$ cat config.mk
export PLATFORM = sky130hd
export DESIGN_NAME = alu_cmd_queue
export DESIGN_NICKNAME = d
export VERILOG_FILES = /design/src/rtl/alu_cmd_queue_pkg.sv /design/src/rtl/alu_cmd_queue_alu.sv /design/src/rtl/alu_cmd_queue.sv
export SDC_FILE = /design/constraint.sdc
export NUM_CORES = 1
export LEC_CHECK = 0
export ABC_AREA = 1
export CAP_MARGIN = 30
export CELL_PAD_IN_SITES_DETAIL_PLACEMENT = 0
export CELL_PAD_IN_SITES_GLOBAL_PLACEMENT = 1
export CORE_UTILIZATION = 30
export CTS_BUF_LIST = sky130_fd_sc_hd__clkbuf_8
export CTS_CLUSTER_SIZE = 12
export DETAILED_ROUTE_END_ITERATION = 7
export GPL_ROUTABILITY_DRIVEN = 0
export PLACE_DENSITY = 0.64
export SYNTH_ARGS = -nofsm -noshare
export SYNTH_HDL_FRONTEND = slang
export SYNTH_SLANG_ARGS = --single-unit
$ cat constraint.sdc
create_clock -name clk -period 12.3 [get_ports clk]
set_clock_uncertainty 0.15 [all_clocks]
set_input_delay 3.69 -clock clk [delete_from_list [all_inputs] [get_ports clk]]
set_output_delay 3.69 -clock clk [all_outputs]
set_load 0.005 [all_outputs]
$ cat src/rtl/alu_cmd_queue_pkg.sv
// Shared ALU opcode encodings, command bundle and opcode legality helper
// for the ALU command queue and its ALU.
package alu_cmd_queue_pkg;

    localparam int ALUOP_W = 3;

    localparam logic [ALUOP_W-1:0] ALUOP_ADD = 3'b000;
    localparam logic [ALUOP_W-1:0] ALUOP_SUB = 3'b001;
    localparam logic [ALUOP_W-1:0] ALUOP_AND = 3'b010;
    localparam logic [ALUOP_W-1:0] ALUOP_OR  = 3'b011;
    localparam logic [ALUOP_W-1:0] ALUOP_SRL = 3'b100;
    localparam logic [ALUOP_W-1:0] ALUOP_SRA = 3'b101;

    typedef struct packed {
        logic [31:0]        a;
        logic [31:0]        b;
        logic [ALUOP_W-1:0] op;
    } cmd_t;

    function automatic logic is_legal_op(input logic [ALUOP_W-1:0] op);
        return op <= ALUOP_SRA;
    endfunction

endpackage

$ cat src/rtl/alu_cmd_queue_alu.sv
// 32-bit combinational ALU: add/sub/and/or/srl/sra.
// Shifts take the full 32-bit B; amounts >= 32 saturate.
module alu
    import alu_cmd_queue_pkg::*;
(
    input  logic [31:0]        a,
    input  logic [31:0]        b,
    input  logic [ALUOP_W-1:0] op,
    output logic [31:0]        c
);

    logic big_shamt;

    assign big_shamt = |b[31:5];

    always_comb begin
        c = '0;
        case (op)
            ALUOP_ADD: c = a + b;
            ALUOP_SUB: c = a - b;
            ALUOP_AND: c = a & b;
            ALUOP_OR:  c = a | b;
            ALUOP_SRL: c = big_shamt ? '0 : (a >> b[4:0]);
            ALUOP_SRA: c = big_shamt ? {32{a[31]}}
                                     : 32'($signed(a) >>> b[4:0]);
            default:   c = '0;
        endcase
    end

endmodule

$ cat src/rtl/alu_cmd_queue.sv
// Issue-stage command FIFO in front of the ALU with a one-entry
// registered result stage; valid/ready on both sides.
module alu_cmd_queue
    import alu_cmd_queue_pkg::*;
#(
    parameter int DEPTH = 4,
    parameter int W     = 32
) (
    input  logic                     clk,
    input  logic                     reset,
    input  logic                     flush,
    input  logic                     in_valid,
    output logic                     in_ready,
    input  logic [W-1:0]             in_a,
    input  logic [W-1:0]             in_b,
    input  logic [2:0]               in_op,
    output logic                     out_valid,
    input  logic                     out_ready,
    output logic [W-1:0]             out_c,
    output logic                     out_err,
    output logic [$clog2(DEPTH):0]   count
);

    localparam int PW = $clog2(DEPTH);
    localparam int CW = PW + 1;

    cmd_t          mem_q [DEPTH];
    cmd_t          mem_d [DEPTH];
    logic [PW-1:0] wr_ptr_q, wr_ptr_d;
    logic [PW-1:0] rd_ptr_q, rd_ptr_d;
    logic [CW-1:0] count_q, count_d;
    logic          out_valid_q, out_valid_d;
    logic [W-1:0]  out_c_q, out_c_d;
    logic          out_err_q, out_err_d;

    logic          push;
    logic          pop;
    cmd_t          head;
    logic [31:0]   alu_c;

    assign head = mem_q[rd_ptr_q];

    alu u_alu (
        .a  (head.a),
        .b  (head.b),
        .op (head.op),
        .c  (alu_c)
    );

    // Ready depends only on registered occupancy, never on a same-cycle pop.
    assign in_ready = !reset && !flush && (count_q < CW'(DEPTH));
    assign push     = in_valid && in_ready;
    assign pop      = (count_q != '0) && (!out_valid_q || out_ready) && !flush;

    always_comb begin
        mem_d       = mem_q;
        wr_ptr_d    = wr_ptr_q;
        rd_ptr_d    = rd_ptr_q;
        count_d     = count_q;
        out_valid_d = out_valid_q;
        out_c_d     = out_c_q;
        out_err_d   = out_err_q;

        if (flush) begin
            wr_ptr_d    = '0;
            rd_ptr_d    = '0;
            count_d     = '0;
            out_valid_d = 1'b0;
        end else begin
            if (push) begin
                mem_d[wr_ptr_q] = '{a: in_a, b: in_b, op: in_op};
                wr_ptr_d        = wr_ptr_q + 1'b1;
            end
            if (pop) begin
                rd_ptr_d    = rd_ptr_q + 1'b1;
                out_valid_d = 1'b1;
                out_err_d   = !is_legal_op(head.op);
                out_c_d     = is_legal_op(head.op) ? W'(alu_c) : '0;
            end else if (out_ready && out_valid_q) begin
                out_valid_d = 1'b0;
            end
            case ({push, pop})
                2'b10:   count_d = count_q + 1'b1;
                2'b01:   count_d = count_q - 1'b1;
                default: count_d = count_q;
            endcase
        end
    end

    always_ff @(posedge clk or posedge reset) begin
        if (reset) begin
            mem_q       <= '{default: '0};
            wr_ptr_q    <= '0;
            rd_ptr_q    <= '0;
            count_q     <= '0;
            out_valid_q <= 1'b0;
            out_c_q     <= '0;
            out_err_q   <= 1'b0;
        end else begin
            mem_q       <= mem_d;
            wr_ptr_q    <= wr_ptr_d;
            rd_ptr_q    <= rd_ptr_d;
            count_q     <= count_d;
            out_valid_q <= out_valid_d;
            out_c_q     <= out_c_d;
            out_err_q   <= out_err_d;
        end
    end

    assign out_valid = out_valid_q;
    assign out_c     = out_c_q;
    assign out_err   = out_err_q;
    assign count     = count_q;

endmodule
==> metrics.md, run 1 <==
| Metric | Value |
|---|---|
| Fin crit period | 8.94 ns |
| Fin. Hold Viols | 0 |
| Min-Delay Endpoint | out_c[25]$_DFFE_PP0P_ |
| IO Pins | 110 |
| TritonCTS Sinks | 309 |
| DR vias | 17,600 |
| Layout cell share with drive strength beyond 1 | 17.5% |
| Synth warn | 0 |
| Die Wd | 258 µm |
| Site Rows | 93 |
| Total track usage | 20.1% |
| Multiplexer area fraction after synthesis | 14.8% |
| Minimum setup slack among reg-to-reg paths | 5.42 ns |
| Final nets | 2,673 |
| Worst-margin pin slew | 1.03 ns |
| Die area | 0.0668 mm² |
| Worst-path clk slew | 0.06 ns |
| Vias in the first global route | 17,000 |
| First-pass DRT Iterations | 5 |
| Routed length per instance | 19.5 µm |
| Synth Area in Adders | 2.61% |
| Reg2reg path depth | 23 |
| Distinct cells, synth | 51 |
| Worst Hold Depth | 2 |
| Root Buffer Master | clkbuf_8 |
| Post-CTS Resized | 0 |
| Total CTS buffers | 56 |
| Area contributors post-synth | dfrtp_1 39%, nand2_1 16%, mux2_2 15% |
| Most frequent cells in the layout | 819 x nand2_1, 307 x dfrtp_1, 304 x nand3_1 |
| Post-Syn Nets | 2,593 |
| TNS Setup | 0 ns |
| Yosys top cell area share | 39.2% |
| Slew headroom | 31.3% |
| Routed Antenna Nets | 0 |
| Worst R2R End | out_c[18]$_DFFE_PP0P_ |
| Clock Latency Late Sink | 0.66 ns |
| Tightest Hold Check Type | flop to flop |
| First-pass GRT wire length | 104,000 µm |
| Synth area leader | dfrtp_1 |
| DRC violation count after routing | 0 |
| Setup Viol. Count Final | 0 |
| RSZ-0062 raised after global routing | no |
| Post-Synth XOR/XNOR Area | 1.55% |
| Core ar. | 0.0647 mm² |
| Initial antenna violation count | 4 |
| CP arrival | 5.10 ns |
| Simple-Gate Fraction of Synth Area | 29.5% |
| Global route total overflow | 0 |
| Routed WL | 67,300 µm |
| Max Cap Viol | 0 |
| Reg-to-reg startpoint | rd_ptr_q[0]$_DFFE_PP0P_ |
| Crit. End Element | output port |
| Synth async-reset ratio | 100% |
| Vias/cell | 5.09 |
| CTS tree | done |
| WP data required | 8.46 ns |
| Synthesized area | 0.0197 mm² |
| Synth Register Bits | 309 |
| P&R area growth vs syn | 15.2% |
| Largest net degree at the start of global routing | 160 |
| Fin. max-slew vios | 0 |
| HPWL after detailed placement | 48,400 µm |
| Commonest non-fill, non-tap cell in the layout | nand2_1 |
| Crit path max fanout | 5 |
| Status | finished clean |
| Fin crit share | 72.7% |
| Largest family of logic cells by synthesized area | simple AND/OR/NAND/NOR gates |
| Post-synth EDFFs | 0 |
| WS Path Type | primary input to output port |
| CTS H-tree lvls | 2 |
| Setup crit start kind | primary input |
| Top FF cell, synth | dfrtp_1 |
| Post-Syn Instances | 2,481 |
| Post-Syn Area per Cell | 7.95 µm² |
| Seq/Total Area, Yosys | 39.2% |
| FMAX | 112 MHz |
| Die Y | 258 µm |
| Post-CTS setup buffer count | 0 |
| Hold-fix buffers at CTS | 0 |
| Synth Area in Compound Gates | 6.64% |
| 1st-iter DRT viols | 1,364 |
| Max Root-Sink Buffers | 3 |
| Worst hold start | out_c[25]$_DFFE_PP0P_ |
| I/O Buffers | 109 |
| Starting Density | 30.5% |
logic make-up after synthesis:
logic type,Yosys count
XOR/XNOR,35
AND/OR/NAND/NOR,1355
adder cells (fa/ha/maj),40
buffers and inverters,245
multiplexers,260
flip-flops,309
AO/OA/AOI/OAI,237
metal layers:
metal	share of wire, %	global-route usage, %	wire (µm)
met5	0.025	0	17
met4	3.7	7.87	2460
met3	5.1	2.76	3460
met2	44	30.5	29700
met1	47	28.8	31700
stage by stage:
| step | instances | worst slack [ns] | instance area, µm² | hold slack, ns | util, % |
|---|---|---|---|---|---|
| floorplan | 2481 | 4.35 | 19700 | 0.322 | - |
| global placement | 3357 | 3.33 | 21500 | 0.315 | 33.3 |
| detailed placement | 3358 | 3.37 | 21600 | 0.316 | 33.3 |
| CTS | 3456 | 3.36 | 22700 | 0.333 | 35.1 |
| global route | 3457 | 3.23 | 22700 | 0.357 | 35.1 |
| finish | 3457 | 3.36 | 22700 | 0.330 | 35.1 |
cell usage after synthesis, types with 4 or more instances:
library cell and instances:
dfrtp_1 309, buf_1 13, xor2_1 19, a31oi_1 6, nand2_2 35, nor2_2 11
ha_1 38, clkbuf_1 16, clkinv_1 5, inv_2 11, o211ai_1 8, o21ai_0 73
nor3_1 44, buf_2 63, buf_6 8, o21ai_1 25, nand4_1 14, or2_2 5
a21o_1 4, mux2_2 260, nand2_1 819, buf_4 13, a21oi_1 95, nor2_4 4
o21bai_1 4, inv_1 116, nand3_1 304, nor2_1 101, xnor2_1 16, o31ai_1 4
registers in the layout, summed over array words and instances, names as in the netlist:
name,cells
count,3
out_c,32
out_valid,1
out_err,1
mem_q,268
wr_ptr_q,2
rd_ptr_q,2
cell type report:
| cell class | count | area [µm²] |
|---|---|---|
| flip-flops and latches | 309 | 7740 |
| multi-input cells | 1927 | 10900 |
| well taps | 855 | 1070 |
| fillers | 6882 | 42000 |
| clock inverters | 30 | 225 |
| repair buffers | 135 | 1330 |
| clock buffers | 68 | 936 |
| diodes | 1 | 2.50 |
| inverters | 132 | 502 |
worst max path at each step:
| stage | from | end | slack [ns] | cells after the start |
|---|---|---|---|---|
| finish | flush | in_ready | 3.36 | 3 |
| global route | flush | in_ready | 3.23 | 3 |
| CTS | flush | in_ready | 3.36 | 3 |
| detailed placement | flush | in_ready | 3.37 | 3 |
| global placement | flush | in_ready | 3.33 | 3 |
| floorplan | reset | count[0]$_DFFE_PP0P_ | 4.35 | 1 |
worst max-delay path: stages:
cell and delay, ns:
clkdlybuf4s50_1 0.50, nor3_1 0.34, clkdlybuf4s50_1 0.58
Power of run 1 is not shown: default switching activity piles up to over one toggle a cycle in this logic, so the estimate is an artifact.
==> run 2, diff against run 1 <==
Clock period 12.3 ns to 7.55 ns, I/O delays scaled along.
==> run 2 against run 1 <==
Compared with the run above:
- worst setup slack got worse by 1.9 ns
- wire length up 0.51%
- global-route usage about the same
- count of clock-buffer cells in the layout rose by 7
- utilization up 0.22 points
- non-clock buffer count is 6 higher
- sequential cell count unchanged
- largest cell class unchanged
- critical path depth is the same
- highest routed layer unchanged
- sequential share of layout area fell by 0.21 points
- hold slack got worse by 0.0059 ns
==> metrics.md, run 2 (synthesis results as in run 1) <==
| Metric | Value |
|---|---|
| Status | finished clean |
| RSZ-0062 raised after global routing | no |
| I/O Buffers | 109 |
| Final core utilization | 35.3% |
| Vias/cell | 5.08 |
| Initial antenna violation count | 3 |
| WP data required | 5.14 ns |
| Max Cap Viol | 0 |
| Site Rows | 93 |
| Max FFs per register | 268 |
| Layout cell share with drive strength beyond 1 | 17.8% |
| Worst-margin pin slew | 0.894 ns |
| CTS H-tree lvls | 2 |
| TritonCTS Sinks | 309 |
| Met3 GRT Util | 2.86% |
| Post-CTS setup buffer count | 0 |
| Crit path max fanout | 5 |
| 1st-iter DRT viols | 1,358 |
| Routed length per instance | 19.5 µm |
| Worst-path clk slew | 0.06 ns |
| CP Cell Sequence | clkdlybuf4s50_1 -> nor3_1 -> clkdlybuf4s50_1 |
| DR vias | 17,600 |
| Max Root-Sink Buffers | 3 |
| Worst path slowest cell | clkdlybuf4s50_1 |
| First-pass DRT Iterations | 6 |
| Hold-fix buffers at CTS | 0 |
| Slew headroom | 40.4% |
| Crit-path max cell delay | 0.58 ns |
| CTS tree | done |
| Total track usage | 20.1% |
| Die area | 0.0668 mm² |
| IO Pins | 110 |
| Routed Antenna Nets | 0 |
| Core ar. | 0.0647 mm² |
| Largest net degree at the start of global routing | 147 |
| Fin crit period | 6.12 ns |
| P&R area growth vs syn | 15.9% |
| HPWL after detailed placement | 49,000 µm |
| Starting Density | 30.5% |
| Min Hold Slack | 0.324 ns |
| FMAX | 163 MHz |
| Vias in the first global route | 17,000 |
| Clock Latency Late Sink | 0.65 ns |
| Die Wd | 258 µm |
| TNS Setup | 0 ns |
| Die Y | 258 µm |
| First-pass GRT wire length | 104,000 µm |
| Fin. max-slew vios | 0 |
| Crit. End Element | output port |
| WS Path Type | primary input to output port |
| Tightest Hold Check Type | flop to flop |
| Met2 GRT Util | 31.9% |
| Most frequent cells in the layout | 819 x nand2_1, 307 x dfrtp_1, 304 x nand3_1 |
| Fin. Hold Viols | 0 |
| Post-CTS Resized | 0 |
| Cell total after placement | 3,363 |
| CP arrival | 3.71 ns |
| Minimum setup slack among reg-to-reg paths | 1.73 ns |
| Global route total overflow | 0 |
| GRT busiest layer | met2 |
| Setup crit start kind | primary input |
| Reg with most FFs | mem_q |
| Routed WL | 67,700 µm |
| Layout Cells excl Fill | 3,471 |
| Root Buffer Master | clkbuf_8 |
| Fin crit share | 81.1% |
| Final nets | 2,679 |
| Setup Viol. Count Final | 0 |
| Most frequent CP cell | clkdlybuf4s50_1 |
| Total CTS buffers | 56 |
| DRC violation count after routing | 0 |
| Grt met1 use | 28.4% |
| Commonest non-fill, non-tap cell in the layout | nand2_1 |
-- run 2: stage by stage --
step,area (µm²),setup WS [ns]
2_1_floorplan,19700,1.02
3_3_place_gp,21600,1.44
3_5_place_dp,21600,1.45
4_1_cts,22800,1.43
5_1_grt,22900,1.20
6_report,22900,1.43
-- run 2: area by class of cell --
cell class | count | area, µm²
fill | 6921 | 41800
inverter | 132 | 502
clock inverter | 30 | 229
tap | 855 | 1070
multi-input combinational | 1927 | 10900
timing repair buffer | 141 | 1370
sequential | 309 | 7740
antenna | 2 | 5.00
clock buffer | 75 | 1030
-- run 2: layer usage --
metal  routed length, µm  vias to the layer above  share of wire, %
met4                1540                        2               2.3
met1               31900                     8583                47
met2               30500                      519                45
li1                    -                     8444                 -
met5                  13                        -             0.019
met3                3740                      100               5.5
-- run 2: worst paths after layout --
check                                          endpoint  depth (start not counted)                     from
worst max-delay path                           in_ready                          3                    flush
worst min-delay path              out_c[15]$_DFFE_PP0P_                          2    out_c[15]$_DFFE_PP0P_
worst max register to register     out_c[7]$_DFFE_PP0P_                         17  rd_ptr_q[1]$_DFFE_PP0P_
worst min register to register    out_c[15]$_DFFE_PP0P_                          2    out_c[15]$_DFFE_PP0P_
max in group asynchronous         out_c[12]$_DFFE_PP0P_                          4                    reset
min in group asynchronous       wr_ptr_q[0]$_DFFE_PP0P_                          2                    reset
-- run 2: worst max-delay path: cells and delay by family --
| family | cells | cell delay (ns) |
|---|---|---|
| buf+inv | 2 | 1.07 |
| simple gates | 1 | 0.37 |
Power of run 2 is left out for the same reason.
